===== config.mk =====
export PLATFORM = sky130hd
export DESIGN_NAME = forward_hazard_unit
export DESIGN_NICKNAME = d
export VERILOG_FILES = /design/src/rtl/forward_hazard_unit.sv
export SDC_FILE = /design/constraint.sdc
export NUM_CORES = 1
export LEC_CHECK = 0
export ABC_AREA = 1
export ABC_CLOCK_PERIOD_IN_PS = 1300
export BUFFER_PORTS_ARGS = -buffer_cell sky130_fd_sc_hd__buf_4
export CAP_MARGIN = 20
export CORE_MARGIN = 2
export CORE_UTILIZATION = 41
export DETAILED_ROUTE_END_ITERATION = 7
export PLACE_DENSITY = 0.84
export SYNTH_ARGS = -nofsm -noshare
export SYNTH_HDL_FRONTEND = slang
export SYNTH_SLANG_ARGS = --single-unit
export TNS_END_PERCENT = 30

===== constraint.sdc =====
create_clock -name CLK -period 1.3 [get_ports CLK]
set_clock_uncertainty 0.2 [all_clocks]
set_input_delay 0.26 -clock CLK [delete_from_list [all_inputs] [get_ports CLK]]
set_output_delay 0.26 -clock CLK [all_outputs]
set_load 0.01 [all_outputs]

===== src/rtl/forward_hazard_unit.sv =====
// EXE-stage operand forwarding with x0 exclusion and a one-cycle load-use stall.
// Define FWD_STATS_EN to add the fwd_cnt/stall_cnt event counters.
module forward_hazard_unit #(
    parameter int XLEN   = 32,
    parameter int RBITS  = 5,
    parameter int NPORTS = 2
) (
    input  logic                    CLK,
    input  logic                    Reset,
    input  logic                    id_valid,
    input  logic [NPORTS*RBITS-1:0] rs,
    input  logic [NPORTS*XLEN-1:0]  ReadData,
    input  logic                    preMwk,
    input  logic                    preRegWr,
    input  logic [1:0]              preRegDst,
    input  logic [RBITS-1:0]        prerd,
    input  logic [1:0]              precmp,
    input  logic [XLEN-1:0]         preAluOutput,
    input  logic [XLEN-1:0]         prePC4,
    input  logic                    ppreMwk,
    input  logic                    ppreRegWr,
    input  logic [1:0]              ppreRegDst,
    input  logic [RBITS-1:0]        pprerd,
    input  logic [1:0]              pprecmp,
    input  logic [XLEN-1:0]         ppreAluOutput,
    input  logic [XLEN-1:0]         ppreDataOut,
    input  logic [XLEN-1:0]         pprePC4,
    output logic [NPORTS*XLEN-1:0]  RD,
    output logic                    out_valid,
    output logic                    Stall
`ifdef FWD_STATS_EN
    ,
    output logic [31:0]             fwd_cnt,
    output logic [31:0]             stall_cnt
`endif
);

    typedef enum logic {ST_RUN, ST_WAIT} state_e;

    state_e                 state_q, state_d;
    logic [NPORTS*XLEN-1:0] rd_q, rd_d;
    logic                   out_valid_q, out_valid_d;
    logic                   stall_q, stall_d;

    logic [NPORTS*XLEN-1:0] fwd;
    logic [XLEN-1:0]        mem_val, wb_val;
    logic [RBITS-1:0]       rs_i;
    logic                   mem_hit, wb_hit;
    logic                   any_fwd, load_hz;
    logic                   unused_cmp_hi;

    assign unused_cmp_hi = precmp[1] ^ pprecmp[1];

    function automatic logic [XLEN-1:0] stage_val(
        input logic [1:0]      dst,
        input logic [XLEN-1:0] alu,
        input logic [XLEN-1:0] data,
        input logic [XLEN-1:0] pc4,
        input logic            cmp0
    );
        logic [XLEN-1:0] v;
        case (dst)
            2'b01:   v = data;
            2'b10:   v = pc4;
            2'b11:   v = {{(XLEN-1){1'b0}}, cmp0};
            default: v = alu;
        endcase
        return v;
    endfunction

    // Load data is not available in MEM; a MEM load match always stalls when valid.
    assign mem_val = stage_val(preRegDst, preAluOutput, preAluOutput,
                               prePC4, precmp[0]);
    assign wb_val  = stage_val(ppreRegDst, ppreAluOutput, ppreDataOut,
                               pprePC4, pprecmp[0]);

    always_comb begin
        fwd     = ReadData;
        any_fwd = 1'b0;
        load_hz = 1'b0;
        mem_hit = 1'b0;
        wb_hit  = 1'b0;
        rs_i    = '0;
        for (int i = 0; i < NPORTS; i++) begin
            rs_i    = rs[i*RBITS +: RBITS];
            mem_hit = preMwk && preRegWr && (prerd == rs_i) && (rs_i != '0);
            wb_hit  = ppreMwk && ppreRegWr && (pprerd == rs_i) && (rs_i != '0);
            if (mem_hit) begin
                fwd[i*XLEN +: XLEN] = mem_val;
            end else if (wb_hit) begin
                fwd[i*XLEN +: XLEN] = wb_val;
            end
            any_fwd = any_fwd | mem_hit | wb_hit;
            load_hz = load_hz | (id_valid && mem_hit && (preRegDst == 2'b01));
        end
    end

    always_comb begin
        state_d     = state_q;
        rd_d        = rd_q;
        out_valid_d = out_valid_q;
        stall_d     = 1'b0;
        case (state_q)
            ST_RUN: begin
                if (load_hz) begin
                    out_valid_d = 1'b0;
                    stall_d     = 1'b1;
                    state_d     = ST_WAIT;
                end else begin
                    rd_d        = fwd;
                    out_valid_d = id_valid;
                end
            end
            default: begin
                rd_d        = fwd;
                out_valid_d = id_valid;
                state_d     = ST_RUN;
            end
        endcase
    end

    always_ff @(posedge CLK or negedge Reset) begin
        if (!Reset) begin
            state_q     <= ST_RUN;
            rd_q        <= '0;
            out_valid_q <= 1'b0;
            stall_q     <= 1'b0;
        end else begin
            state_q     <= state_d;
            rd_q        <= rd_d;
            out_valid_q <= out_valid_d;
            stall_q     <= stall_d;
        end
    end

    assign RD        = rd_q;
    assign out_valid = out_valid_q;
    assign Stall     = stall_q;

`ifdef FWD_STATS_EN
    logic [31:0] fwd_cnt_q, fwd_cnt_d;
    logic [31:0] stall_cnt_q, stall_cnt_d;

    always_comb begin
        fwd_cnt_d   = fwd_cnt_q;
        stall_cnt_d = stall_cnt_q;
        if (state_q == ST_RUN && load_hz) begin
            stall_cnt_d = stall_cnt_q + 32'd1;
        end else if (id_valid && any_fwd) begin
            fwd_cnt_d = fwd_cnt_q + 32'd1;
        end
    end

    always_ff @(posedge CLK or negedge Reset) begin
        if (!Reset) begin
            fwd_cnt_q   <= '0;
            stall_cnt_q <= '0;
        end else begin
            fwd_cnt_q   <= fwd_cnt_d;
            stall_cnt_q <= stall_cnt_d;
        end
    end

    assign fwd_cnt   = fwd_cnt_q;
    assign stall_cnt = stall_cnt_q;
`endif

endmodule


==> PnR_summary.wiki <==
{| class="wikitable"
! Metric !! Value
|-
| Number of input and output port buffers inserted || 322
|-
| Final HPWL from detailed placement || 20900 um
|-
| Clk Latency, worst-skew pair || 330 ps
|-
| Number of global-route vias before repair || 8843
|-
| Mapped Cells || 1099
|-
| Number of synthesized flops with an enable pin || 0
|-
| Worst slew margin || 66.7%
|-
| Largest voltage drop on the vdd net || 0.606 mV
|-
| Largest delay contributor family on the critical path || simple AND/OR/NAND/NOR gates
|-
| Data required time of the critical path || 1320 ps
|-
| Proportion of netlist area held by the largest area contributor || 26.8%
|-
| Final setup vio count || 130
|-
| Count of buffering cells on the critical path with inverters included || 3
|-
| Post-synthesis sequential element count || 66
|-
| Most frequent cell after synthesis || sky130_fd_sc_hd__nand2_1
|-
| Chip height || 127 um
|-
| Instance count after placement with tap cells included || 1587
|-
| Average size of a mapped cell || 5.60 um2
|-
| Drt pass-1 iters || 8
|-
| Antenna violations before repair || 1
|-
| Final worst path period need || 1530 ps
|-
| Leading cell types by count after synthesis || 434 x sky130_fd_sc_hd__nand2_1, 231 x sky130_fd_sc_hd__nand3_1, 130 x sky130_fd_sc_hd__inv_1
|-
| Starting DRT DRC Count || 1111
|-
| Initial cell density of the core || 42.2%
|-
| Total via count after detailed routing || 9145
|-
| Cell types occupying the most area after synthesis || sky130_fd_sc_hd__dfrtp_1 27%, sky130_fd_sc_hd__nand2_1 26%, sky130_fd_sc_hd__nand3_1 19%
|-
| Leakage power summed over all cells || 6.01 nW
|-
| Global-route wire length before repair || 46300 um
|-
| Final core occ || 74.3%
|-
| Die area || 16000 um2
|-
| Gp weighted congestion || 0.935
|-
| Setup TNS Final || -12950 ps
|-
| Terminus of the critical flop-to-flop path || RD[23]
|-
| Pin count of the biggest net entering global routing || 51
|-
| Root buffer selected by CTS || sky130_fd_sc_hd__clkbuf_16
|-
| Nature of the critical path startpoint || input port
|-
| Count of warnings emitted by yosys || 0
|-
| Core area || 14600 um2
|-
| Total wirelength of the detailed-routed design || 31000 um
|-
| Placement row count || 44
|-
| Level count of the clock H-tree || 3
|-
| Peak per-stage delay on the critical path || 250 ps
|-
| CP max FO || 7
|-
| Path type of the worst min-delay path || in2reg
|-
| Share of the yosys chip area belonging to registers || 26.8%
|-
| I/O pin total || 325
|-
| Cell repeated most along the worst path || sky130_fd_sc_hd__nand2_1
|-
| Unrepaired setup endpoints after global routing || true
|-
| Hold worst-path end || out_valid
|-
| Status || finished with violations
|-
| Asr flop ratio synth || 100%
|-
| Ratio of routed vias to standard cells || 5.60
|-
| Post-DRT Antenna Nets || 0
|-
| Achievable Freq || 0.652 GHz
|-
| Startpoint of the worst-slack reg-to-reg timing path || Stall
|-
| Clk sink count || 66
|-
| Routed WL per cell || 19.0 um
|-
| Pins over their slew limit || 0
|-
| Overall power || 0.00711 W
|-
| Remaining routing DRC violations || 0
|-
| Die W || 127 um
|-
| Post-synthesis net count || 1358
|-
| Remaining global-route overflow || 0
|-
| Number of stages on the worst hold path || 3
|-
| Classification of the worst setup path || in2reg
|-
| Cell Area, Synth || 6160 um2
|-
| Slowest stage cell, crit path || sky130_fd_sc_hd__or2_4
|-
| P per Cell Area || 656 nW/um2
|-
| Number of buffers between clock root and the deepest sink || 2
|-
| Register-to-Register Path Depth || 5
|-
| TritonCTS buffer count || 9
|-
| Clock Pin Slew Worst Setup and Hold Paths || 50 ps
|-
| Flop2flop setup slack || -160 ps
|-
| Critical Path Sink Type || flop
|-
| CTS tree || done
|-
| Synth-to-layout area growth || 76.1%
|-
| Gr usage total || 36.6%
|-
| Cell taking the most area after synthesis || sky130_fd_sc_hd__dfrtp_1
|-
| Share of layout cells above drive strength 1 || 38.6%
|-
| Nets@finish || 1704
|-
| Critical hold path startpoint || id_valid
|-
| Max-cap violations || 0
|-
| Post-layout instance count excluding filler cells || 1634
|-
| Cells along the critical path || buf_8 > or2_4 > nor2_4 > buf_6 > nor2_4 > nand2_8 > buf_12 > nand2_1 > nand3_1 > nand2_1 > nand2_1 > nand2_1
|-
| Violated checks || negative setup slack
|-
| Final clock period utilization by the worst path || 118%
|-
| Most used DFF post-synth || sky130_fd_sc_hd__dfrtp_1
|-
| Least-Margin Pin Slew || 495 ps
|-
| Number of distinct library cells after synthesis || 25
|-
| CP Data Arrival Time || 1550 ps
|-
| Final hold violation count || 0
|-
| Worst setup margin || -234 ps
|}
-- how the worst max path moves through the flow --
stage,startpoint,end,slack [ps],cells after the start
after global placement,ppreRegDst[1],RD[53],-790,10
final,rs[0],RD[10],-230,12
after detailed placement,ppreRegDst[1],RD[53],-860,10
after global routing,ppreRegDst[1],RD[9],-280,12
after CTS,rs[7],RD[45],-200,12
after floorplan,rs[8],RD[51],-230,11
-- sequential cells by signal, indices dropped and copies added, names as in the netlist --
name,flops
RD,64
out_valid,1
Stall,1
-- power by group --
| part | internal [W] | switching, W | total (W) | leakage, nW |
|---|---|---|---|---|
| Clock | 0.00138 | 0.000942 | 0.00232 | 0.138 |
| Combinational | 0.00127 | 0.00121 | 0.00248 | 5.10 |
| Sequential | 0.00219 | 0.000126 | 0.00231 | 0.771 |
-- through the flow --
| step | setup WS, ps | area, um2 | hold WS, ps |
|---|---|---|---|
| CTS | -195 | 10300 | 39.9 |
| global placement | -794 | 9110 | -107 |
| detailed placement | -860 | 9110 | -107 |
| floorplan | -226 | 6240 | -236 |
| global route | -279 | 10800 | 59.1 |
| finish | -234 | 10800 | 48.6 |
-- layer usage --
metal | GRT usage (%) | routed length, um | up-vias
met2 | 61.8 | 14700 | 723
met4 | 15.3 | 1420 | 0
met5 | 0 | 0 | -
met3 | 7.42 | 3830 | 134
li1 | - | - | 4132
met1 | 45.7 | 11100 | 4156
-- cells by family after synthesis --
group	after synthesis	synth area share [%]
AND/OR/NAND/NOR	770	53.3
buffers and inverters	209	14.5
flip-flops	66	26.8
AO/OA/AOI/OAI	48	4.49
XOR/XNOR	6	0.854
-- final cells by class --
cell class | instances | area (um2)
sequential | 66 | 1650
timing repair buffer | 401 | 3930
multi-input combinational | 825 | 4170
antenna | 1 | 2.50
tap | 184 | 230
fill | 1174 | 3750
clock buffer | 12 | 256
inverter | 142 | 574
clock inverter | 3 | 15.0
-- layout by cell type (no fill, tap or decap), types with 2 or more instances in the layout --
cell type                   synthesis  routed
sky130_fd_sc_hd__xnor2_1            6       2
sky130_fd_sc_hd__nand4_1            2       2
sky130_fd_sc_hd__buf_16             0       8
sky130_fd_sc_hd__o21ai_0           32      32
sky130_fd_sc_hd__nor2_2             7       9
sky130_fd_sc_hd__nand2_2            5      56
sky130_fd_sc_hd__dfrtp_1           66      65
sky130_fd_sc_hd__nand3_2            0      27
sky130_fd_sc_hd__or2_0             14      12
sky130_fd_sc_hd__inv_4              0       5
sky130_fd_sc_hd__nor2_1            71      57
sky130_fd_sc_hd__buf_8              0       5
sky130_fd_sc_hd__or2_1              1       2
sky130_fd_sc_hd__buf_6              3      84
sky130_fd_sc_hd__inv_1            130     124
sky130_fd_sc_hd__o211ai_1          14      14
sky130_fd_sc_hd__clkbuf_8           0       2
sky130_fd_sc_hd__clkinv_2           0       3
sky130_fd_sc_hd__nand2_1          434     371
sky130_fd_sc_hd__buf_12             0      27
sky130_fd_sc_hd__buf_4              8     272
sky130_fd_sc_hd__nand2_4            1       8
sky130_fd_sc_hd__nand3_1          231     203
sky130_fd_sc_hd__clkbuf_16          0      13
sky130_fd_sc_hd__xnor2_2            0       4
sky130_fd_sc_hd__nand2_8            0       5
sky130_fd_sc_hd__inv_2             11       9
sky130_fd_sc_hd__nor2_4             1      14
sky130_fd_sc_hd__nand3b_1           2       2
-- worst register-to-register path: stages, from the launching register on --
cell	delay (ps)
sky130_fd_sc_hd__dfrtp_1	410
sky130_fd_sc_hd__buf_6	140
sky130_fd_sc_hd__inv_2	120
sky130_fd_sc_hd__buf_12	270
sky130_fd_sc_hd__nand3_1	180
sky130_fd_sc_hd__nand2_2	90
-- what timing repair did --
item,4_1_cts,5_1_grt
setup endpoints to repair,132,132
endpoints found under the hold margin,66,0
hold buffers,1,0
gates resized for setup,130,129
pin swaps,44,43
buffers inserted,17,0
cloned,9,4
Note: power is estimated with default switching activity, not from simulation.
